`config.mk`:
```
export PLATFORM = sky130hd
export DESIGN_NAME = sprite_table
export DESIGN_NICKNAME = d
export VERILOG_FILES = /design/src/rtl/sprite_table.sv
export SDC_FILE = /design/constraint.sdc
export NUM_CORES = 1
export LEC_CHECK = 0
export BUFFER_PORTS_ARGS = -buffer_cell sky130_fd_sc_hd__buf_4
export CAP_MARGIN = 20
export CORE_MARGIN = 2
export CORE_UTILIZATION = 35
export DETAILED_ROUTE_END_ITERATION = 7
export GPL_TIMING_DRIVEN = 0
export PLACE_DENSITY = 0.59
export SLEW_MARGIN = 30
export SYNTH_ARGS = -nofsm -noshare
export SYNTH_HDL_FRONTEND = slang
export SYNTH_SLANG_ARGS = --single-unit
```
`constraint.sdc`:
```
create_clock -name Clk -period 15 [get_ports Clk]
set_clock_uncertainty 0.2 [all_clocks]
set_input_delay 3 -clock Clk [delete_from_list [all_inputs] [get_ports Clk]]
set_output_delay 3 -clock Clk [all_outputs]
set_load 0.005 [all_outputs]
```
`src/rtl/sprite_table.sv`:
```
// Double-buffered 16-slot sprite attribute store: host writes land in a shadow bank,
// which is copied wholesale into the active bank on a qualifying frame_sync.
module sprite_table (
    input  logic        Clk,
    input  logic        Reset,
    input  logic        frame_sync,
    input  logic        wr_en,
    input  logic [3:0]  wr_slot,
    input  logic [9:0]  wr_posx,
    input  logic [9:0]  wr_posy,
    input  logic [3:0]  wr_id,
    input  logic        clear_req,
    output logic        busy,
    output logic        pending,
    output logic        committed,
    output logic        wr_drop,
    output logic [9:0]  PosX1,  PosX2,  PosX3,  PosX4,  PosX5,  PosX6,  PosX7,  PosX8,
    output logic [9:0]  PosX9,  PosX10, PosX11, PosX12, PosX13, PosX14, PosX15, PosX16,
    output logic [9:0]  PosY1,  PosY2,  PosY3,  PosY4,  PosY5,  PosY6,  PosY7,  PosY8,
    output logic [9:0]  PosY9,  PosY10, PosY11, PosY12, PosY13, PosY14, PosY15, PosY16,
    output logic [3:0]  SpriteID1,  SpriteID2,  SpriteID3,  SpriteID4,
    output logic [3:0]  SpriteID5,  SpriteID6,  SpriteID7,  SpriteID8,
    output logic [3:0]  SpriteID9,  SpriteID10, SpriteID11, SpriteID12,
    output logic [3:0]  SpriteID13, SpriteID14, SpriteID15, SpriteID16
);

    typedef struct packed {
        logic [9:0] posx;
        logic [9:0] posy;
        logic [3:0] id;
    } slot_t;

    localparam slot_t SLOT_OFF = '{posx: 10'd0, posy: 10'd0, id: 4'hF};

    typedef enum logic {IDLE, CLEAR} state_t;

    state_t     state, state_next;
    logic [3:0] clr_idx;
    slot_t      shadow_bank [16];
    slot_t      active_bank [16];

    logic clear_start, wr_accept, commit, drop, pending_next;

    always_comb begin
        state_next   = state;
        clear_start  = 1'b0;
        wr_accept    = 1'b0;
        commit       = 1'b0;
        drop         = 1'b0;
        case (state)
            IDLE: begin
                clear_start = clear_req;
                wr_accept   = wr_en && !clear_req;
                commit      = frame_sync && pending;
                drop        = wr_en && clear_req;
                if (clear_req) state_next = CLEAR;
            end
            CLEAR: begin
                drop = wr_en;
                if (clr_idx == 4'd15) state_next = IDLE;
            end
            default: state_next = IDLE;
        endcase
        // A write in the commit cycle lands after the copy, so it must keep pending set.
        pending_next = (pending && !commit) || wr_accept || clear_start;
    end

    // NOTE: all state here uses non-blocking assignments so the bank copy sees pre-edge
    // shadow contents even when a write to the same slot happens on that edge.
    always_ff @(posedge Clk) begin
        if (Reset) begin
            state     <= IDLE;
            clr_idx   <= 4'd0;
            pending   <= 1'b0;
            committed <= 1'b0;
            wr_drop   <= 1'b0;
            // NOTE: both banks are explicitly reset; they are small register files,
            // and the mapper must see every slot disabled right after reset.
            for (int i = 0; i < 16; i++) begin
                shadow_bank[i] <= SLOT_OFF;
                active_bank[i] <= SLOT_OFF;
            end
        end else begin
            state     <= state_next;
            pending   <= pending_next;
            committed <= commit;
            wr_drop   <= drop;

            if (clear_start)
                clr_idx <= 4'd0;
            else if (state == CLEAR)
                clr_idx <= clr_idx + 4'd1;

            if (commit) begin
                for (int i = 0; i < 16; i++)
                    active_bank[i] <= shadow_bank[i];
            end

            if (state == CLEAR)
                shadow_bank[clr_idx] <= SLOT_OFF;
            else if (wr_accept)
                shadow_bank[wr_slot] <= '{posx: wr_posx, posy: wr_posy, id: wr_id};
        end
    end

    assign busy = (state == CLEAR);

    assign PosX1  = active_bank[0].posx;   assign PosY1  = active_bank[0].posy;
    assign PosX2  = active_bank[1].posx;   assign PosY2  = active_bank[1].posy;
    assign PosX3  = active_bank[2].posx;   assign PosY3  = active_bank[2].posy;
    assign PosX4  = active_bank[3].posx;   assign PosY4  = active_bank[3].posy;
    assign PosX5  = active_bank[4].posx;   assign PosY5  = active_bank[4].posy;
    assign PosX6  = active_bank[5].posx;   assign PosY6  = active_bank[5].posy;
    assign PosX7  = active_bank[6].posx;   assign PosY7  = active_bank[6].posy;
    assign PosX8  = active_bank[7].posx;   assign PosY8  = active_bank[7].posy;
    assign PosX9  = active_bank[8].posx;   assign PosY9  = active_bank[8].posy;
    assign PosX10 = active_bank[9].posx;   assign PosY10 = active_bank[9].posy;
    assign PosX11 = active_bank[10].posx;  assign PosY11 = active_bank[10].posy;
    assign PosX12 = active_bank[11].posx;  assign PosY12 = active_bank[11].posy;
    assign PosX13 = active_bank[12].posx;  assign PosY13 = active_bank[12].posy;
    assign PosX14 = active_bank[13].posx;  assign PosY14 = active_bank[13].posy;
    assign PosX15 = active_bank[14].posx;  assign PosY15 = active_bank[14].posy;
    assign PosX16 = active_bank[15].posx;  assign PosY16 = active_bank[15].posy;

    assign SpriteID1  = active_bank[0].id;   assign SpriteID2  = active_bank[1].id;
    assign SpriteID3  = active_bank[2].id;   assign SpriteID4  = active_bank[3].id;
    assign SpriteID5  = active_bank[4].id;   assign SpriteID6  = active_bank[5].id;
    assign SpriteID7  = active_bank[6].id;   assign SpriteID8  = active_bank[7].id;
    assign SpriteID9  = active_bank[8].id;   assign SpriteID10 = active_bank[9].id;
    assign SpriteID11 = active_bank[10].id;  assign SpriteID12 = active_bank[11].id;
    assign SpriteID13 = active_bank[12].id;  assign SpriteID14 = active_bank[13].id;
    assign SpriteID15 = active_bank[14].id;  assign SpriteID16 = active_bank[15].id;

endmodule

```
==> run metrics <==
post-placement cell count=3409; slew at the pin closest to its max-slew limit=1.104 ns; GRT Total Usage=20.45%; cell count after synthesis=1846; FILL cells=7444; Startpoint Class=primary input; status=finished, final reports clean; wire per inst=approximately 26 µm; fraction of layout cells with a size suffix above 1=between 20 and 30%; synthesized area=29730 µm²; Worst Hold Launch=shadow_bank[0][9]; count of final hold-check violations=0; DR pass1 iterations=5; Placer Congestion=0.8728; CTS buffer count=83; largest net degree at the start of global routing=57; critical path peak fanout=24; Synth warnings=0; post-route insts no fill=3562; die width=295.5 µm; PnR Total Power=0.004823 W; remaining antenna violation count=0; worst endpoint required time=15.05 ns; DR vias=between 15k and 20k; clock latency on the worst-skew pair=0.64 ns; Peak VDD IR=0.00009275 V; RSZ-0062 raised after global routing=no; Setup Fix Bufs, Post-CTS=0; H-tree depth=3; post-synthesis sequential area ratio=approximately four fifths; final setup fails=0; CORE AREA=roughly 84000 µm²; Worst Setup SP=clear_req; placed inst area=34550 µm²; final instance area=37230 µm²; FF-to-FF Start=busy; Leak=roughly 13 nW; Hold WC Path Type=register to register; CP arrival=roughly 5.7 ns; Post-synth EDFFs=768; Setup Crit Path Kind=primary input to register; Die Span Y=295.5 µm; clk buf depth=3; Core Util, Final=44.42%; Worst Setup End Kind=register; CTS tree=yes; hold_buf cts=0; Worst-path clk slew=around 0.06 ns; first-pass GRT wire length=between 100000 and 150000 µm; crit share post-route=37.60%; port bufs=419; Pins Over Slew Limit=0; minimum clock period=roughly 5.6 ns; Synth async-reset ratio=0%; area delta synth->final=25.23%; synth unique cells=37; Avg Inst Size Synth=between 15 and 20 µm²; drt drc=0; dpl hpwl=63700 µm; vias per inst=5.220; total clock sinks=776; top cells by area, synth=edfxtp_1 (78%), nor4_1 (6.7%), and2_1 (4.2%), nor2b_1 (2.5%), buf_2 (1.4%); leading area contributor after synthesis=edfxtp_1; # resized after CTS=0; antenna violations before repair=15; Seq cells post-synth=around 780; fmax=between 150 and 200 MHz; root buf cell=clkbuf_16; # Max-Cap Violations=0; Synthesized Nets=between 1.5k and 2k; final WL=91500 µm; Yosys top cell area share=77.57%; Starting DRT DRC Count=1761; number of global-route vias before repair=17.94k; PD cells=between 100 and 150 nW/µm²; # nets final=2394; Starting Density=35.47%; ys flop type=edfxtp_1; FP Rows=~110; Slew HR=between 20% and 30%; DIE AREA=87300 µm²; setup TNS=0 ns; Boundary Pins=421; aggregate global routing overflow=0
-- synth_stat cells, types with 5 or more instances --
master,number
nor2b_1,121
a21oi_1,6
nor2_1,5
nand3b_1,21
nor4_1,320
and2_1,200
nand4_1,64
clkbuf_1,107
buf_2,81
or2_2,24
buf_1,5
edfxtp_1,768
dfxtp_1,8
a41o_1,16
or3_1,40
nand3_1,21
-- registers in the layout, summed over array words and instances, names as in the netlist --
| register | flops |
|---|---|
| pending | 1 |
| committed | 1 |
| wr_drop | 1 |
| active_bank | 384 |
| clr_idx | 4 |
| shadow_bank | 384 |
| busy | 1 |
-- power by group --
| group | switching, W | internal, W |
|---|---|---|
| logic | 0.000189 | 0.000102 |
| registers | 0.0000386 | 0.00247 |
| clock network | 0.000857 | 0.00116 |
-- placed cells by master (no fill, tap or decap), types with 2 or more instances in the layout --
master / count
nor3b_1: 4
nor3_1: 2
clkinv_2: 13
nor3b_4: 4
nor2_1: 5
nor4_1: 320
inv_16: 2
buf_6: 2
nor4b_2: 2
nor2b_1: 121
and2_1: 200
or2_2: 24
diode_2: 3
mux2_2: 3
inv_1: 2
buf_1: 5
buf_2: 81
nand3_1: 21
bufinv_16: 7
clkbuf_1: 126
or3_1: 40
clkinvlp_4: 8
nand4_1: 64
buf_16: 5
mux2i_1: 3
a21oi_1: 6
nor3_4: 4
inv_6: 3
a41o_2: 16
buf_4: 420
clkinv_8: 2
clkinv_1: 11
o21ai_0: 2
dfxtp_1: 8
edfxtp_1: 768
nand3b_1: 21
buf_12: 3
clkbuf_16: 84
-- final timing paths --
path                                      endpoint  slack (ns)  cells after the start
worst max-delay path            shadow_bank[6][15]        9.36                      7
worst min-delay path             active_bank[0][9]        0.30                      1
worst min register to register   active_bank[0][9]        0.30                      1
worst max register to register  shadow_bank[6][15]       11.57                      6
-- through the flow --
stage	hold WS, ns	setup slack [ns]
2_1_floorplan	0.2787	1.544
3_3_place_gp	0.2950	-2.265
3_5_place_dp	0.2927	8.757
4_1_cts	0.2973	9.407
5_1_grt	0.3265	9.248
6_report	0.2959	9.360
-- area by class of cell --
type	instances	area, µm²	area share (%)
flip-flops and latches	776	23220	62.37
multi-input cells	874	5700	15.31
repair buffers	429	3366	9.039
clock buffers	103	2173	5.837
well taps	1134	1419	3.811
plain buffers	194	833.3	2.238
clock inverters	47	505.5	1.358
inverters	2	7.507	0.02016
diodes	3	7.507	0.02016
-- layer usage --
metal / track usage (%) / wire [µm] / up-vias
met5: 0 / 123 / -
met4: 6.413 / 2420 / 20
met3: 4.548 / 7339 / 162
met2: 33.15 / 43790 / 833
met1: 27.42 / 37830 / 9335
li1: - / - / 8243
-- logic make-up (layout without fill, tap and decap cells) --
group / count (synthesis) / after routing / share of synthesized area, %
adders and majority gates: 1 / 1 / 0.04208
muxes: 6 / 6 / 0.2146
AOI/OAI and AO/OA: 29 / 29 / 0.8122
buffers and inverters: 196 / 775 / 2.828
xor gates and xnor gates: 1 / 1 / 0.02946
other: 0 / 3 / 0
and+or+nand+nor: 837 / 837 / 17.97
DFF: 776 / 776 / 78.10
-- critical path, cell delays in order --
cell and delay [ns]:
buf_2 0.16, nor4b_2 0.30, buf_4 0.25, mux2i_1 0.23, clkbuf_1 0.66, buf_2 0.36, a41o_2 0.70
Power figures use the tool's default switching activity.
